[src/rtl/fft_seq_pkg.sv]
// Shared definitions for the FFT frame sequencer: default sizes, FSM state type
// and the FFT input word packing.
package fft_seq_pkg;

  localparam int DEF_FFT_SIZE  = 1024;
  localparam int DEF_LOG2_SIZE = 10;

  typedef enum logic [1:0] {
    IDLE     = 2'd0,
    LOAD     = 2'd1,
    WAIT_OUT = 2'd2
  } seq_state_e;

  // FFT input word: real part in [31:16], imaginary part in [15:0]
  function automatic logic [31:0] pack_fft_data(input logic [15:0] re, input logic [15:0] im);
    return {re, im};
  endfunction

endpackage

[src/rtl/fft_frame_sequencer.sv]
// Gates an audio sample stream into the FFT one frame at a time and waits for the
// filtered half-spectrum frame before admitting the next one.
//
// state    | meaning
// ---------+-----------------------------------------------------------
// IDLE     | no frame in flight; waits for enable
// LOAD     | samples pass straight through to the FFT until the last beat
// WAIT_OUT | counts filtered bins until bin_last or timeout
module fft_frame_sequencer
  import fft_seq_pkg::*;
#(
  parameter int FFT_SIZE    = DEF_FFT_SIZE,
  parameter int LOG2_SIZE   = DEF_LOG2_SIZE,
  parameter int SAMPLE_W    = 16,
  parameter int TIMEOUT_CYC = 65535
) (
  input  logic                       clk,
  input  logic                       rst,
  input  logic                       enable,
  input  logic                       err_clr,
  input  logic signed [SAMPLE_W-1:0] sample_data,
  input  logic                       sample_valid,
  output logic                       sample_ready,
  output logic [31:0]                fft_data,
  output logic                       fft_valid,
  output logic                       fft_last,
  input  logic                       fft_ready,
  input  logic                       bin_valid,
  input  logic                       bin_last,
  output logic                       busy,
  output logic                       frame_done,
  output logic [15:0]                frame_count,
  output logic                       err_len,
  output logic                       err_timeout
);

  localparam int WAIT_W = (TIMEOUT_CYC < 2) ? 1 : $clog2(TIMEOUT_CYC);
  localparam logic [LOG2_SIZE-1:0] LAST_IDX  = LOG2_SIZE'(FFT_SIZE - 1);
  localparam logic [LOG2_SIZE-1:0] HALF_LAST = LOG2_SIZE'(FFT_SIZE / 2 - 1);
  localparam logic [WAIT_W-1:0]    WAIT_LAST = WAIT_W'(TIMEOUT_CYC - 1);

  seq_state_e            state, state_nxt;
  logic [LOG2_SIZE-1:0]  in_cnt;
  logic [LOG2_SIZE-1:0]  out_cnt;
  logic [WAIT_W-1:0]     wait_cnt;
  logic                  beat;
  logic                  bin_end;
  logic                  timeout;
  logic                  len_bad;

  assign busy = (state != IDLE);
  assign beat = fft_valid & sample_ready;

  always_comb begin
    state_nxt    = state;
    sample_ready = 1'b0;
    fft_valid    = 1'b0;
    fft_last     = 1'b0;
    fft_data     = '0;
    bin_end      = 1'b0;
    timeout      = 1'b0;
    len_bad      = 1'b0;
    case (state)
      IDLE: begin
        if (enable) state_nxt = LOAD;
      end
      LOAD: begin
        sample_ready = fft_ready;
        fft_valid    = sample_valid;
        fft_data     = pack_fft_data(16'(sample_data), 16'h0000);
        fft_last     = (in_cnt == LAST_IDX);
        // enable is not consulted here, so a started frame always completes
        if (sample_valid && fft_ready && fft_last) state_nxt = WAIT_OUT;
      end
      WAIT_OUT: begin
        bin_end = bin_valid & bin_last;
        timeout = ~bin_end & (wait_cnt == WAIT_LAST);
        // short frame at bin_last, or a beat that pushes the count past half size
        len_bad = bin_valid & (bin_last ? (out_cnt != HALF_LAST) : (out_cnt >= HALF_LAST));
        if (bin_end)      state_nxt = enable ? LOAD : IDLE;
        else if (timeout) state_nxt = IDLE;
      end
      default: state_nxt = IDLE;
    endcase
  end

  always_ff @(posedge clk) begin
    if (rst) begin
      state       <= IDLE;
      in_cnt      <= '0;
      out_cnt     <= '0;
      wait_cnt    <= '0;
      frame_done  <= 1'b0;
      frame_count <= '0;
      err_len     <= 1'b0;
      err_timeout <= 1'b0;
    end else begin
      state      <= state_nxt;
      frame_done <= bin_end;
      if (bin_end) frame_count <= frame_count + 16'd1;

      if (state_nxt != state) begin
        in_cnt   <= '0;
        out_cnt  <= '0;
        wait_cnt <= '0;
      end else if (state == LOAD) begin
        if (beat) in_cnt <= in_cnt + LOG2_SIZE'(1);
      end else if (state == WAIT_OUT) begin
        wait_cnt <= wait_cnt + WAIT_W'(1);
        // saturate so an overlong frame cannot wrap back to a legal count
        if (bin_valid && (out_cnt != '1)) out_cnt <= out_cnt + LOG2_SIZE'(1);
      end

      if (len_bad)      err_len <= 1'b1;
      else if (err_clr) err_len <= 1'b0;

      if (timeout)      err_timeout <= 1'b1;
      else if (err_clr) err_timeout <= 1'b0;
    end
  end

endmodule

[config.mk]
export PLATFORM = sky130hd
export DESIGN_NAME = fft_frame_sequencer
export DESIGN_NICKNAME = d
export VERILOG_FILES = /design/src/rtl/fft_seq_pkg.sv /design/src/rtl/fft_frame_sequencer.sv
export SDC_FILE = /design/constraint.sdc
export NUM_CORES = 1
export LEC_CHECK = 0
export ABC_AREA = 1
export CAP_MARGIN = 15
export CORE_AREA = 10 10 98 100
export CTS_BUF_LIST = sky130_fd_sc_hd__clkbuf_8 sky130_fd_sc_hd__clkbuf_16
export DETAILED_ROUTE_END_ITERATION = 8
export DIE_AREA = 0 0 108 110
export PLACE_DENSITY = 0.79
export SYNTH_ARGS = -nofsm -noshare
export SYNTH_HDL_FRONTEND = slang
export SYNTH_SLANG_ARGS = --single-unit
export TNS_END_PERCENT = 100
[constraint.sdc]
create_clock -name clk -period 1.8 [get_ports clk]
set_input_delay 0.45 -clock clk [delete_from_list [all_inputs] [get_ports clk]]
set_output_delay 0.45 -clock clk [all_outputs]
set_load 0.005 [all_outputs]
# Word-level counts from Yosys, hierarchy flattened
# Index checks and enable logic that the tools add are counted.
dict set report word_totals {
  wordCells 54
  input_bits 24
  register_bits 57
}
dict set report classes {
  n_lt_le_gt_ge 1
  n_eq_ne 7
  n_bitwise 6
  reduce_logical 11
  add_sub_neg 4
  mux 17
}
# operator n
set op_table {}
lappend op_table {{16-bit by 1-bit adder with 16-bit output, second input constant} 2}
lappend op_table {{32-bit two-way mux} 1}
lappend op_table {{10-bit by 1-bit adder with 10-bit output, second input constant} 2}
lappend op_table {{16-bit == test, second input constant} 1}
lappend op_table {{1-bit two-way mux} 11}
lappend op_table {{10-bit == test, second input constant} 1}
lappend op_table {{10-bit by 9-bit >= comparator with 1-bit output, second input constant} 1}
lappend op_table {{10-bit != test, second input constant} 1}
lappend op_table {{10-bit by 9-bit != test with 1-bit output, second input constant} 1}
lappend op_table {{2-bit two-way mux} 4}
lappend op_table {{2-bit one-hot mux with 3 select lines} 1}
lappend op_table {{2-bit nonzero test} 3}
lappend op_table {{1-bit AND} 4}
lappend op_table {{2-bit AND reduction} 2}
lappend op_table {{1-bit logical AND} 3}
lappend op_table {{3-bit AND reduction} 1}
lappend op_table {{2-bit by 1-bit == test with 1-bit output, second input constant} 1}
lappend op_table {{2-bit == test, second input constant} 1}
lappend op_table {{2-bit zero test} 1}
lappend op_table {{2-bit != test} 1}
lappend op_table {{1-bit NOT} 2}
lappend op_table {{2-bit OR reduction} 1}

# Depth between registers and ports, before layout
dict set report depth {
  word_depth 8
  depth_mapped 10
  depth_no_buf 10
}

# Least setup slack after synthesis
# OpenSTA, ideal clock, no wires.
dict set report synth_path {
  kind {reg2out}
  start {reg state[1]}
  end {out fft_data[21]}
  stages_incl_launch_ff 6
  path_buffers 2
  slack_ps 270
  arrival_ps 1080
  required_ps 1350
  path_cell_list {dfxtp_1 -> inv_2 -> nand2_1 -> buf_2 -> buf_1 -> nor2_1}
}
dict set report synth_between {
  elab_chain_len 2
}
# item line_no
set synth_rtl {}
lappend synth_rtl {{from (decl)} fft_frame_sequencer.sv:42} ;# seq_state_e state, state_nxt;
lappend synth_rtl {{from (signal assigned)} fft_frame_sequencer.sv:98} ;# state <= state_nxt;
lappend synth_rtl {{2-bit by 1-bit == test with 1-bit output} fft_frame_sequencer.sv:63} ;# case (state)
lappend synth_rtl {{32-bit two-way mux} fft_frame_sequencer.sv:63}
lappend synth_rtl {{to (decl)} fft_frame_sequencer.sv:24} ;# output logic [31:0] fft_data,
# No other way between the ends.

# Final worst setup path
dict set report layout_path {
  start {reg frame_count[1]}
  end {out frame_count[1]}
}
# item line_no
set layout_rtl {}
lappend layout_rtl {{from (decl)} fft_frame_sequencer.sv:32} ;# output logic [15:0] frame_count,
lappend layout_rtl {{from (signal assigned)} fft_frame_sequencer.sv:100} ;# if (bin_end) frame_count <= frame_count + 16'd1;
# No word-level cell between the ends.

==> reports/summary.txt <==
==========================================================================================
Result of the run ........................................................... complete, no violations
Buffers and inverters on the worst path .....................................            1
GRT Max-Usage Layer .........................................................         met2
Sequential power share ......................................................        46.9%
Net count, final ............................................................          628
Synthesis-to-finish area growth .............................................       33.54%
Hold Fails Final Rpt ........................................................            0
Fillcell total ..............................................................          691
Sw power ....................................................................    0.6483 mW
Required time at the endpoint of the critical path ..........................      1350 ps
Maximum number of pins on one net before global-route repair ................           21
Number of iterations in the first detailed-routing pass .....................            5
Most common library cell in the layout ignoring fill and taps ............... sky130_fd_sc_hd__nand2_1
Vias post-DR ................................................................         3284
GRT Residual Overflow .......................................................            0
Placer Congestion ...........................................................       0.8744
Post-route clock period utilization .........................................       97.93%
Post-detail-place hpwl ...................................................... 6576 microns
Origin of the critical flop-to-flop path ....................................     state[0]
Average routed wire per standard cell ....................................... 12.01 microns
Setup violations, final .....................................................            0
Element type at the critical path end .......................................  output port
TritonCTS Sinks .............................................................           57
Placement Rows ..............................................................           32
Vias in the first global route ..............................................         3274
Reg2reg end ................................................................. wait_cnt[13]
Crit-path cells ............................................................. clkdlybuf4s50_1
Avg Vias per Cell ...........................................................        4.652
Top delay family on crit path ............................................... buffers and inverters
R2R cell count ..............................................................           11
Count of cells along the worst hold path ....................................            2
Shortest clock period the worst path allows after layout ....................      1763 ps
Slowest cell on crit path ................................................... sky130_fd_sc_hd__clkdlybuf4s50_1
GR Util met3 ................................................................       3.714%
First-pass GRT wire length .................................................. 14300 microns
Internal power ..............................................................     2.051 mW
Die boundary width ..........................................................  108 microns
Setup TNS ...................................................................         0 ps
Ratio of total power to cell area ........................................... 601.4 nW/um^2
Clock edge transition at the registers on the reported setup and hold paths .        70 ps
Yosys top cell area share ...................................................       33.95%
I/O pin total ...............................................................           79
Max-slew violation count ....................................................            0
Combined flip-flop and latch cell area ......................................   1152 sq um
Total Power .................................................................     2.699 mW
DRT iter0 DRCs ..............................................................          117
Multi-input gate area in the final layout ...................................   1857 sq um
Worst-skew pair later-pin latency ...........................................       340 ps
Post-synth top area cell .................................................... sky130_fd_sc_hd__dfxtp_1
Setup repair after global routing missed its margin .........................         true
Register-to-register setup slack ............................................       150 ps
Chip Height .................................................................  110 microns
Clock root cell ............................................................. sky130_fd_sc_hd__clkbuf_8
Initial cell density of the core ............................................       43.95%
Switch share ................................................................       24.02%
Proportion of layout cells with a drive suffix above 1 ......................       19.87%
Post-route ant nets .........................................................            0
H-tree lvl count ............................................................            3
Number of different library cells in the post-synthesis netlist .............           33
Worst ir drop on vdd ........................................................     385.6 uV
Maximum clock skew at final layout ..........................................     7.186 ps
Clock share of power ........................................................        44.2%
Top library cells by usage in the layout, fill and taps aside ............... sky130_fd_sc_hd__nand2_1, sky130_fd_sc_hd__nor2_1, sky130_fd_sc_hd__inv_1, sky130_fd_sc_hd__dfxtp_1, sky130_fd_sc_hd__clkdlybuf4s50_1
Final cell utilization of the core ..........................................       58.69%
Launch point of the worst hold path .........................................      err_len
Remaining design rule violation count .......................................            0
Combinational power share ...................................................         9.0%
Number of antenna cells inserted ............................................            0
Sink of the worst hold path .................................................      err_len
Synthesized instance count ..................................................          500
Fmax achieved ...............................................................    567.3 MHz
Register area share after synthesis .........................................       33.95%
Cell leakage power ..........................................................     1.814 nW
Floorplan die area ..........................................................  11880 sq um
Synthesized area per cell ...................................................  6.721 sq um
Largest cells by area after synthesis ....................................... sky130_fd_sc_hd__dfxtp_1, sky130_fd_sc_hd__nand2_1, sky130_fd_sc_hd__nor2_1
CTS tree ....................................................................        built
Count of input and output buffers ...........................................           62
Count of state elements after synthesis .....................................           57
Synth warnings ..............................................................            0
Number of antenna violations at the first check in global routing ...........            0
Worst hold path class ....................................................... register to register
Maximum fanout along the worst path .........................................            5
Buffer depth of the longest clock path ......................................            2
Area inside the core boundary ...............................................   7647 sq um
Cell area after layout ......................................................   4488 sq um
Routed wire length .......................................................... 8476 microns
GR Layer Usage met2 .........................................................       25.91%
Number of maximum-capacitance violations ....................................            0
Area of the mapped netlist ..................................................   3361 sq um
Type of origin of the critical path .........................................     register
Longest individual stage delay on the worst path ............................       550 ps
Total clock buffers created by CTS ..........................................            9
Met1 track utilization from global routing ..................................       15.83%
Total cell area at the placement stage ......................................   4283 sq um
GRT Resource Usage Total ....................................................       14.42%
Data arrival time of the critical path ......................................      1310 ps
Critical path type .......................................................... register to output port
Smallest hold slack .........................................................     482.5 ps
==========================================================================================
[power by group through the flow]
stage,combinational (mW),clock [mW],sequential (mW)
4_1_cts,0.243,1.21,1.26
6_report,0.242,1.19,1.26
3_5_place_dp,0.257,0,1.29
3_3_place_gp,0.251,0,1.29
5_1_grt,0.264,1.27,1.26
2_1_floorplan,0.127,0,1.29
[routing by layer]
layer	routed length, microns	share of wire [%]
met5	0	0
met4	120	1.4
met3	463	5.5
met2	4543	54
met1	3348	39
[synth_stat cells]
library cell / count
sky130_fd_sc_hd__nor2_2: 34
sky130_fd_sc_hd__a21oi_2: 1
sky130_fd_sc_hd__nor3b_2: 1
sky130_fd_sc_hd__ha_1: 5
sky130_fd_sc_hd__nand2_1: 117
sky130_fd_sc_hd__or2_0: 1
sky130_fd_sc_hd__and2_1: 1
sky130_fd_sc_hd__nor3_2: 1
sky130_fd_sc_hd__inv_2: 2
sky130_fd_sc_hd__o21ai_2: 2
sky130_fd_sc_hd__a21oi_1: 20
sky130_fd_sc_hd__xor2_1: 13
sky130_fd_sc_hd__clkinv_1: 1
sky130_fd_sc_hd__buf_4: 17
sky130_fd_sc_hd__nand4_1: 13
sky130_fd_sc_hd__nand3b_1: 1
sky130_fd_sc_hd__xnor2_1: 12
sky130_fd_sc_hd__nor2_4: 4
sky130_fd_sc_hd__conb_1: 1
sky130_fd_sc_hd__o21bai_1: 3
sky130_fd_sc_hd__nand2_2: 3
sky130_fd_sc_hd__nor3b_1: 1
sky130_fd_sc_hd__dfxtp_1: 57
sky130_fd_sc_hd__nor2_1: 71
sky130_fd_sc_hd__nand3_2: 1
sky130_fd_sc_hd__nand3_1: 22
sky130_fd_sc_hd__clkbuf_1: 1
sky130_fd_sc_hd__inv_1: 68
sky130_fd_sc_hd__o21ai_0: 15
sky130_fd_sc_hd__buf_1: 1
sky130_fd_sc_hd__nor3_1: 4
sky130_fd_sc_hd__buf_6: 4
sky130_fd_sc_hd__buf_2: 2
[cells by family after synthesis]
family	after synthesis	share of synthesized area (%)
AOI/OAI and AO/OA	41	6.664
xor gates and xnor gates	25	6.515
adders and majority gates	5	1.862
buffers and inverters	96	13.59
DFF	57	33.95
other	1	0.1116
and+or+nand+nor	275	37.31
[what timing repair did]
item / 4_1_cts / 5_1_grt
setup endpoints to repair: 20 / 29
setup buffers: 0 / 0
hold buffers: 0 / 0
pin swaps: 0 / 2
resized for setup: 27 / 37
[registers in the layout, summed over array words and instances (netlist names)]
register     flops
state            2
wait_cnt        16
err_len          1
frame_count     16
frame_done       1
err_timeout      1
out_cnt         10
in_cnt          10
[per-stage QoR]
stage                     cells  setup WS, ps
after floorplan             515         270.2
final                       706         37.31
after CTS                   706        -110.5
after global placement      690        -260.7
after detailed placement    690        -295.9
after global routing        706        -4.372
[worst max-delay path by stage]
| stage | slack, ps | to | cells after the start | start |
|---|---|---|---|---|
| finish | 40 | frame_count[1] | 1 | frame_count[1] |
| global route | -4 | fft_last | 6 | in_cnt[1] |
| CTS | -110 | fft_last | 6 | in_cnt[0] |
| detailed placement | -300 | sample_ready | 4 | fft_ready |
| global placement | -260 | sample_ready | 4 | fft_ready |
| floorplan | 270 | fft_data[21] | 5 | state[1] |
[final cells by class]
class	instances	share of cell area [%]
Inverter	71	5.938
Timing Repair Buffer	98	19.79
Tap cell	102	2.844
Multi-Input combinational cell	362	41.37
Clock inverter	6	1.310
Clock buffer	10	3.067
Sequential cell	57	25.68
No activity file was read; power rests on OpenSTA's default activity.
